===== config.mk =====
export PLATFORM = sky130hd
export DESIGN_NAME = reflet_dma
export DESIGN_NICKNAME = d
export VERILOG_FILES = /design/src/rtl/reflet_dma.sv
export SDC_FILE = /design/constraint.sdc
export NUM_CORES = 1
export LEC_CHECK = 0
export ABC_CLOCK_PERIOD_IN_PS = 3800
export CORE_AREA = 2 2 98 100
export DETAILED_ROUTE_END_ITERATION = 10
export DIE_AREA = 0 0 100 102
export GPL_ROUTABILITY_DRIVEN = 0
export HOLD_SLACK_MARGIN = 0.1
export PLACE_DENSITY_LB_ADDON = 0.3
export SLEW_MARGIN = 10
export SYNTH_ARGS = -nofsm -noshare
export SYNTH_HDL_FRONTEND = slang
export SYNTH_SLANG_ARGS = --single-unit

===== constraint.sdc =====
create_clock -name clk -period 3.8 [get_ports clk]
set_clock_uncertainty 0.15 [all_clocks]
set_input_delay 0.57 -clock clk [delete_from_list [all_inputs] [get_ports clk]]
set_output_delay 0.57 -clock clk [all_outputs]
set_load 0.1 [all_outputs]

===== src/rtl/reflet_dma.sv =====
// reflet_dma: single-channel byte-copy DMA with an 8-byte control window and a bus-master port.
// Optional interrupt output and ctrl bit1 are built only when REFLET_DMA_INTERRUPT_EN is defined.
module reflet_dma #(
    parameter int unsigned                base_addr_size = 16,
    parameter logic [base_addr_size-1:0]  base_addr      = 16'hFF20
) (
    input  logic                       clk,
    input  logic                       reset,
    output logic                       interrupt,
    input  logic                       enable,
    input  logic [base_addr_size-1:0]  addr,
    input  logic                       write_en,
    input  logic [7:0]                 data_in,
    output logic [7:0]                 data_out,
    output logic                       m_req,
    input  logic                       m_grant,
    output logic                       m_enable,
    output logic [15:0]                m_addr,
    output logic                       m_write_en,
    output logic [7:0]                 m_data_out,
    input  logic [7:0]                 m_data_in
);

    typedef enum logic [1:0] {
        S_IDLE,
        S_REQ,
        S_READ,
        S_WRITE
    } state_t;

    state_t r_state;
    state_t w_next;

    logic [15:0] r_src;
    logic [15:0] r_dst;
    logic [7:0]  r_len;
    logic        r_dst_fixed;
    logic        r_done;
    logic [15:0] r_cur_src;
    logic [15:0] r_cur_dst;
    logic [8:0]  r_remaining;
    logic [7:0]  r_buffer;
`ifdef REFLET_DMA_INTERRUPT_EN
    logic        r_irq_en;
`endif

    logic [base_addr_size-1:0] w_diff;
    logic [2:0]                w_off;
    logic                      w_hit;
    logic                      w_wr;
    logic                      w_busy;
    logic                      w_start;
    logic                      w_last;
    logic                      w_irq_en;

    // Window need not be 8-aligned, so decode on the offset from base_addr.
    assign w_diff  = addr - base_addr;
    assign w_off   = w_diff[2:0];
    assign w_hit   = enable && (w_diff[base_addr_size-1:3] == '0);
    assign w_wr    = w_hit && write_en;
    assign w_busy  = (r_state != S_IDLE);
    assign w_start = w_wr && (w_off == 3'd5) && data_in[0] && !w_busy;
    assign w_last  = (r_remaining == 9'd1);

`ifdef REFLET_DMA_INTERRUPT_EN
    assign w_irq_en  = r_irq_en;
    assign interrupt = r_done & r_irq_en;
`else
    assign w_irq_en  = 1'b0;
    assign interrupt = 1'b0;
`endif

    always_ff @(posedge clk) begin
        if (reset) begin
            r_state <= S_IDLE;
        end else begin
            r_state <= w_next;
        end
    end

    always_comb begin
        w_next     = r_state;
        m_req      = 1'b0;
        m_enable   = 1'b0;
        m_write_en = 1'b0;
        m_addr     = '0;
        m_data_out = '0;
        case (r_state)
            S_IDLE: begin
                if (w_start) w_next = S_REQ;
            end
            S_REQ: begin
                m_req = 1'b1;
                if (m_grant) w_next = S_READ;
            end
            S_READ: begin
                m_req    = 1'b1;
                m_enable = m_grant;
                m_addr   = r_cur_src;
                if (m_grant) w_next = S_WRITE;
            end
            S_WRITE: begin
                m_req      = 1'b1;
                m_enable   = m_grant;
                m_write_en = m_grant;
                m_addr     = r_cur_dst;
                m_data_out = r_buffer;
                if (m_grant) w_next = w_last ? S_IDLE : S_READ;
            end
            default: w_next = S_IDLE;
        endcase
    end

    always_ff @(posedge clk) begin
        if (reset) begin
            r_src       <= '0;
            r_dst       <= '0;
            r_len       <= '0;
            r_dst_fixed <= 1'b0;
            r_done      <= 1'b0;
            r_cur_src   <= '0;
            r_cur_dst   <= '0;
            r_remaining <= '0;
            r_buffer    <= '0;
`ifdef REFLET_DMA_INTERRUPT_EN
            r_irq_en    <= 1'b0;
`endif
        end else begin
            if (w_wr && !w_busy) begin
                case (w_off)
                    3'd0:    r_src[7:0]  <= data_in;
                    3'd1:    r_src[15:8] <= data_in;
                    3'd2:    r_dst[7:0]  <= data_in;
                    3'd3:    r_dst[15:8] <= data_in;
                    3'd4:    r_len       <= data_in;
                    default: ;
                endcase
            end
            if (w_wr && (w_off == 3'd5)) begin
                r_dst_fixed <= data_in[2];
`ifdef REFLET_DMA_INTERRUPT_EN
                r_irq_en    <= data_in[1];
`endif
            end
            if (w_wr && (w_off == 3'd6) && data_in[1]) r_done <= 1'b0;

            if ((r_state == S_READ) && m_grant) r_buffer <= m_data_in;

            if ((r_state == S_WRITE) && m_grant) begin
                r_cur_src   <= r_cur_src + 16'd1;
                if (!r_dst_fixed) r_cur_dst <= r_cur_dst + 16'd1;
                r_remaining <= r_remaining - 9'd1;
                if (w_last) r_done <= 1'b1;
            end

            // Start is last so it overrides any done-clear in the same cycle.
            if (w_start) begin
                r_cur_src   <= r_src;
                r_cur_dst   <= r_dst;
                r_remaining <= (r_len == 8'd0) ? 9'h100 : {1'b0, r_len};
                r_done      <= 1'b0;
            end
        end
    end

    always_comb begin
        data_out = '0;
        if (w_hit) begin
            case (w_off)
                3'd0:    data_out = r_src[7:0];
                3'd1:    data_out = r_src[15:8];
                3'd2:    data_out = r_dst[7:0];
                3'd3:    data_out = r_dst[15:8];
                3'd4:    data_out = r_len;
                3'd5:    data_out = {5'b0, r_dst_fixed, w_irq_en, 1'b0};
                3'd6:    data_out = {6'b0, r_done, w_busy};
                default: data_out = r_remaining[7:0];
            endcase
        end
    end

endmodule


== Word level (Yosys, flattened, before mapping) ==
Cells that the tools add are included.

* Bits in registers: 93
* Logic and storage cells: 82
* Output and inout bits: 36
* Bits of input ports: 37

* Muxes and demuxes: 24
* Add/sub/neg operators: 4
* Reductions and logical operators: 27
* Eq/ne operators: 15

{| class="wikitable"
|+ Operator list
! operator !! count
|-
| $mux 16 || 5
|-
| $pmux 8 s7 || 1
|-
| $add 16x1->16 const B || 2
|-
| $pmux 16 s2 || 1
|-
| $mux 9 || 3
|-
| $mux 8 || 2
|-
| $sub 16x16->16 const B || 1
|-
| $logic_not 13->1 || 1
|-
| $reduce_and 2->1 || 6
|-
| $logic_and 1x1->1 || 10
|-
| $mux 2 || 5
|-
| $eq 3x3->1 const B || 3
|-
| $eq 9x1->1 const B || 1
|-
| $sub 9x1->9 const B || 1
|-
| $logic_not 8->1 || 1
|-
| $ne 2x2->1 const B || 4
|-
| $pmux 2 s4 || 1
|-
| $eq 3x2->1 const B || 2
|-
| $mux 1 || 6
|-
| $eq 2x2->1 const B || 2
|-
| $reduce_and 4->1 || 1
|-
| $reduce_bool 2->1 || 2
|-
| $reduce_or 2->1 || 2
|-
| $eq 3x1->1 const B || 1
|-
| 6 further kinds || 6
|}

== Logic depth before layout (Yosys ltp) ==
* Depth after elaboration: 9
* Gate-level depth with buffers: 7
* Mapped depth without buffers: 6

== Worst setup path after synthesis ==
Ideal clock, no wire load.

* Path kind: in2out
* From: input addr[4]
* To: output data_out[0]
* Buffers on the path: 2
* Stages on the path: 5
* Arrival: 4.180 ns
* Setup slack: -1.100 ns
* Data required time: 3.080 ns
* Cell sequence: or4b_4 or4_1 buf_2 clkbuf_1 a311oi_1

* Word-level cells in the longest chain between the ends: 4

{| class="wikitable"
|+ Ends and longest elaborated chain
! element !! line !! RTL
|-
| from (decl) || 11 || <nowiki>input logic [base_addr_size-1:0] addr,</nowiki>
|-
| $sub 16x16->16 || 57 || <nowiki>assign w_diff = addr - base_addr;</nowiki>
|-
| $logic_not 13->1 || 59 || <nowiki>assign w_hit = enable && (w_diff[base_addr_size-1:3] == '0);</nowiki>
|-
| $logic_and 1x1->1 || 59 ||
|-
| $mux 8 || 168 || <nowiki>if (w_hit) begin</nowiki>
|-
| to (decl) || 14 || <nowiki>output logic [7:0] data_out,</nowiki>
|}

Every way passes these cells.

== Worst setup path in the final report ==
Same ends and word-level chain as after synthesis.

==> impl_metrics.toml <==
[run_status]
status = "completed"

[placed_design]
dp_slack_ns = 0.243
place_area_mm2 = 0.00611
hpwl_mm = 11.7
place_inst = 792
io_buffer_count = 71

[grt]
grt_pass1_vias = 5119
grt_usage = 0.328
antenna_found_initial = 0
grt_max_degree = 59
grt_overflow = 0
grt_pass1_wl_mm = 26.4

[timing]
min_period_over_period = 0.937
min_period_ns = 3.56
setup_viol = 0
hold_viol = 0
fmax_mhz = 281
fin_ws_ns = 0.238
max_slew.worst_pin.slew_ns = 0.984
drv_slew = 0
finalSetupTns_ns = 0
grt_setup_unrepaired = "false"
max-slew-margin-rel = 0.343

[clock_network]
cts_tree = "done"
clock-sinks = 93
cts_resized = 0
htree_levels = 3
cts_buffers = 9
cts_root_buf = "clkbuf_8"
post_cts.repair.setup_buffers = 0
hold_buffers = 0
clk_latency_ns = 0.37
clk_path_buf_depth = 2
cts.clk_slew.worst_paths_ns = 0.09

[setup_path]
r2r_cells = 5
r2r-start = "r_state[0]"
cpMaxStageDelayCell = "or4_2"
critPathMaxStageDelay_ns = 0.73
cp-end-kind = "output port"
critPathKind = "in2out"
required_ns = 3.08
critPathMaxFanout = 8
cp_num_buf_inv = 2
cp_cell_sequence = "clkdlybuf4s50_1 > or4b_4 > or4_2 > a311oi_2 > buf_12"
arrival_ns = 2.84
reg2reg_to = "r_remaining[4]"
start_kind = "primary input"
rrSetupSlack_ns = 0.91
critPathTopFamily = "simple AND/OR/NAND/NOR gates"

[finish]
multiInputGateArea_mm2 = 0.00319
num-fill-cells = 732
final_cell_area_mm2 = 0.00631
seqCellArea_mm2 = 0.00186
nets = 733
drive_above_1_share = 0.126
num_antenna_cells = 0
syn_to_final_growth_pct = 18.4
instances_no_fill = 807

[synthesis]
synthDistinctLibCells = 56
synth_edf_count = 0
ys_ff_latch = 93
ys_async_sr_fraction = 0
synth_area_mm2 = 0.00533
yosysWarnings = 0
avgSynthCellArea_um2 = 8.19
seq_area_frac_synth = 0.349
synth_nets = 692
synth_cells = 651
ys.flop_type = "dfxtp_1"

[worst_hold_path]
worstHoldStart = "r_buffer[2]"
min_to = "r_buffer[2]"
hp-class = "reg2reg"
whs_path_depth = 2

[floorplan]
core_mm2 = 0.00911
initial_utilization = 0.585
die_w_um = 100
ios = 73
die_h_um = 102
dieArea_mm2 = 0.0102
rows = 35

[power_and_ir_drop]
power.density_mw_per_mm2 = 281
ir_drop_v = 0.000193
p_leak_nw = 2.03

[routing]
drtIter0Drc = 726
wire_per_inst_um = 20.2
vias = 5502
drc = 0
drtAntennaViolNets = 0
wl_mm = 16.3
first_pass_iters = 9
viasPerCell = 6.82

[flow_run]
max_cap_violations = 0
-- placed cells by master (no fill, tap or decap), types with 4 or more instances in the layout --
master / netlist / routed
a31oi_1: 26 / 26
dfxtp_1: 93 / 93
buf_4: 1 / 40
a32oi_1: 4 / 4
nand3_1: 55 / 55
o21ai_0: 33 / 33
and4_1: 4 / 4
inv_1: 17 / 17
mux2_2: 5 / 5
o211ai_1: 11 / 11
nand2_1: 34 / 34
nor3_1: 19 / 18
buf_12: 0 / 10
nor2b_1: 16 / 16
ha_1: 4 / 4
clkbuf_8: 0 / 10
nor4_1: 8 / 8
and3_1: 11 / 11
a211oi_1: 13 / 13
clkdlybuf4s50_1: 0 / 35
nand4_1: 16 / 16
xnor2_1: 6 / 6
or4_1: 5 / 4
nand2b_1: 25 / 25
nor2_1: 14 / 13
or2_2: 4 / 4
o221ai_1: 15 / 15
mux2i_1: 37 / 37
xor2_1: 4 / 4
a21oi_1: 55 / 55
or3_1: 15 / 15
nand3b_1: 4 / 4
-- registers in the layout (all words and copies together), names as in the netlist --
| name | flops |
|---|---|
| r_cur_dst | 16 |
| r_dst | 16 |
| r_state | 2 |
| r_buffer | 8 |
| r_remaining | 9 |
| r_dst_fixed | 1 |
| r_cur_src | 16 |
| r_len | 8 |
| r_done | 1 |
| r_src | 16 |
-- kinds of logic after synthesis --
family,synth area share
simple gates,0.262
flops,0.349
fa+ha+maj,0.00939
mux,0.0885
compound gates,0.220
buf+inv,0.0544
other cells,0.000703
xor+xnor,0.0164
-- area by class of cell --
type / instances / area share
multi-input cells: 485 / 0.506
flip-flops and latches: 93 / 0.295
repair buffers: 86 / 0.136
well taps: 111 / 0.0220
clock buffers: 10 / 0.0218
inverters: 17 / 0.0101
clock inverters: 5 / 0.00951
-- per-stage QoR --
stage                util  hold WS, ns  power, mW
floorplan               -        0.282       1.05
global placement    0.671        0.288       1.11
detailed placement  0.671        0.300       1.11
CTS                 0.693        0.312       1.78
global route        0.693        0.339       1.83
finish              0.693        0.311       1.77
-- routing by layer --
metal / global-route usage / routed length [um] / vias to the layer above
li1: - / - / 2534
met1: 0.447 / 6580 / 2548
met2: 0.509 / 7350 / 361
met3: 0.0780 / 1790 / 59
met4: 0.119 / 574 / 0
met5: 0 / 0 / -
-- power breakdown --
part / internal [mW] / total, mW / switching [mW]
logic: 0.0534 / 0.121 / 0.0676
registers: 0.974 / 0.974 / 0.00000630
clock network: 0.321 / 0.679 / 0.358
-- cell usage after synthesis, types with 13 or more instances --
cell / n / share of area
dfxtp_1: 93 / 0.35
a21oi_1: 55 / 0.052
nand3_1: 55 / 0.052
clkbuf_1: 48 / 0.034
mux2i_1: 37 / 0.069
nand2_1: 34 / 0.024
o21ai_0: 33 / 0.031
a31oi_1: 26 / 0.031
nand2b_1: 25 / 0.029
nor3_1: 19 / 0.018
inv_1: 17 / 0.012
nand4_1: 16 / 0.019
nor2b_1: 16 / 0.019
o221ai_1: 15 / 0.025
or3_1: 15 / 0.018
nor2_1: 14 / 0.0099
a211oi_1: 13 / 0.018
-- worst min-delay path, delay by kind of cell, from the launching register on --
| family | cells | cell delay, ns |
|---|---|---|
| flops | 1 | 0.32 |
| compound gates | 1 | 0.05 |
| simple gates | 1 | 0.05 |
-- worst max path at each step --
stage            start     endpoint  slack, ns  depth (start not counted)
2_1_floorplan  addr[4]  data_out[1]      -0.28                          5
3_3_place_gp   addr[4]  data_out[0]       0.27                          5
3_5_place_dp   addr[4]  data_out[0]       0.24                          5
4_1_cts        addr[4]  data_out[0]       0.24                          5
5_1_grt        addr[4]  data_out[0]       0.21                          5
6_report       addr[4]  data_out[0]       0.24                          5
(Power assumes the default switching activity.)
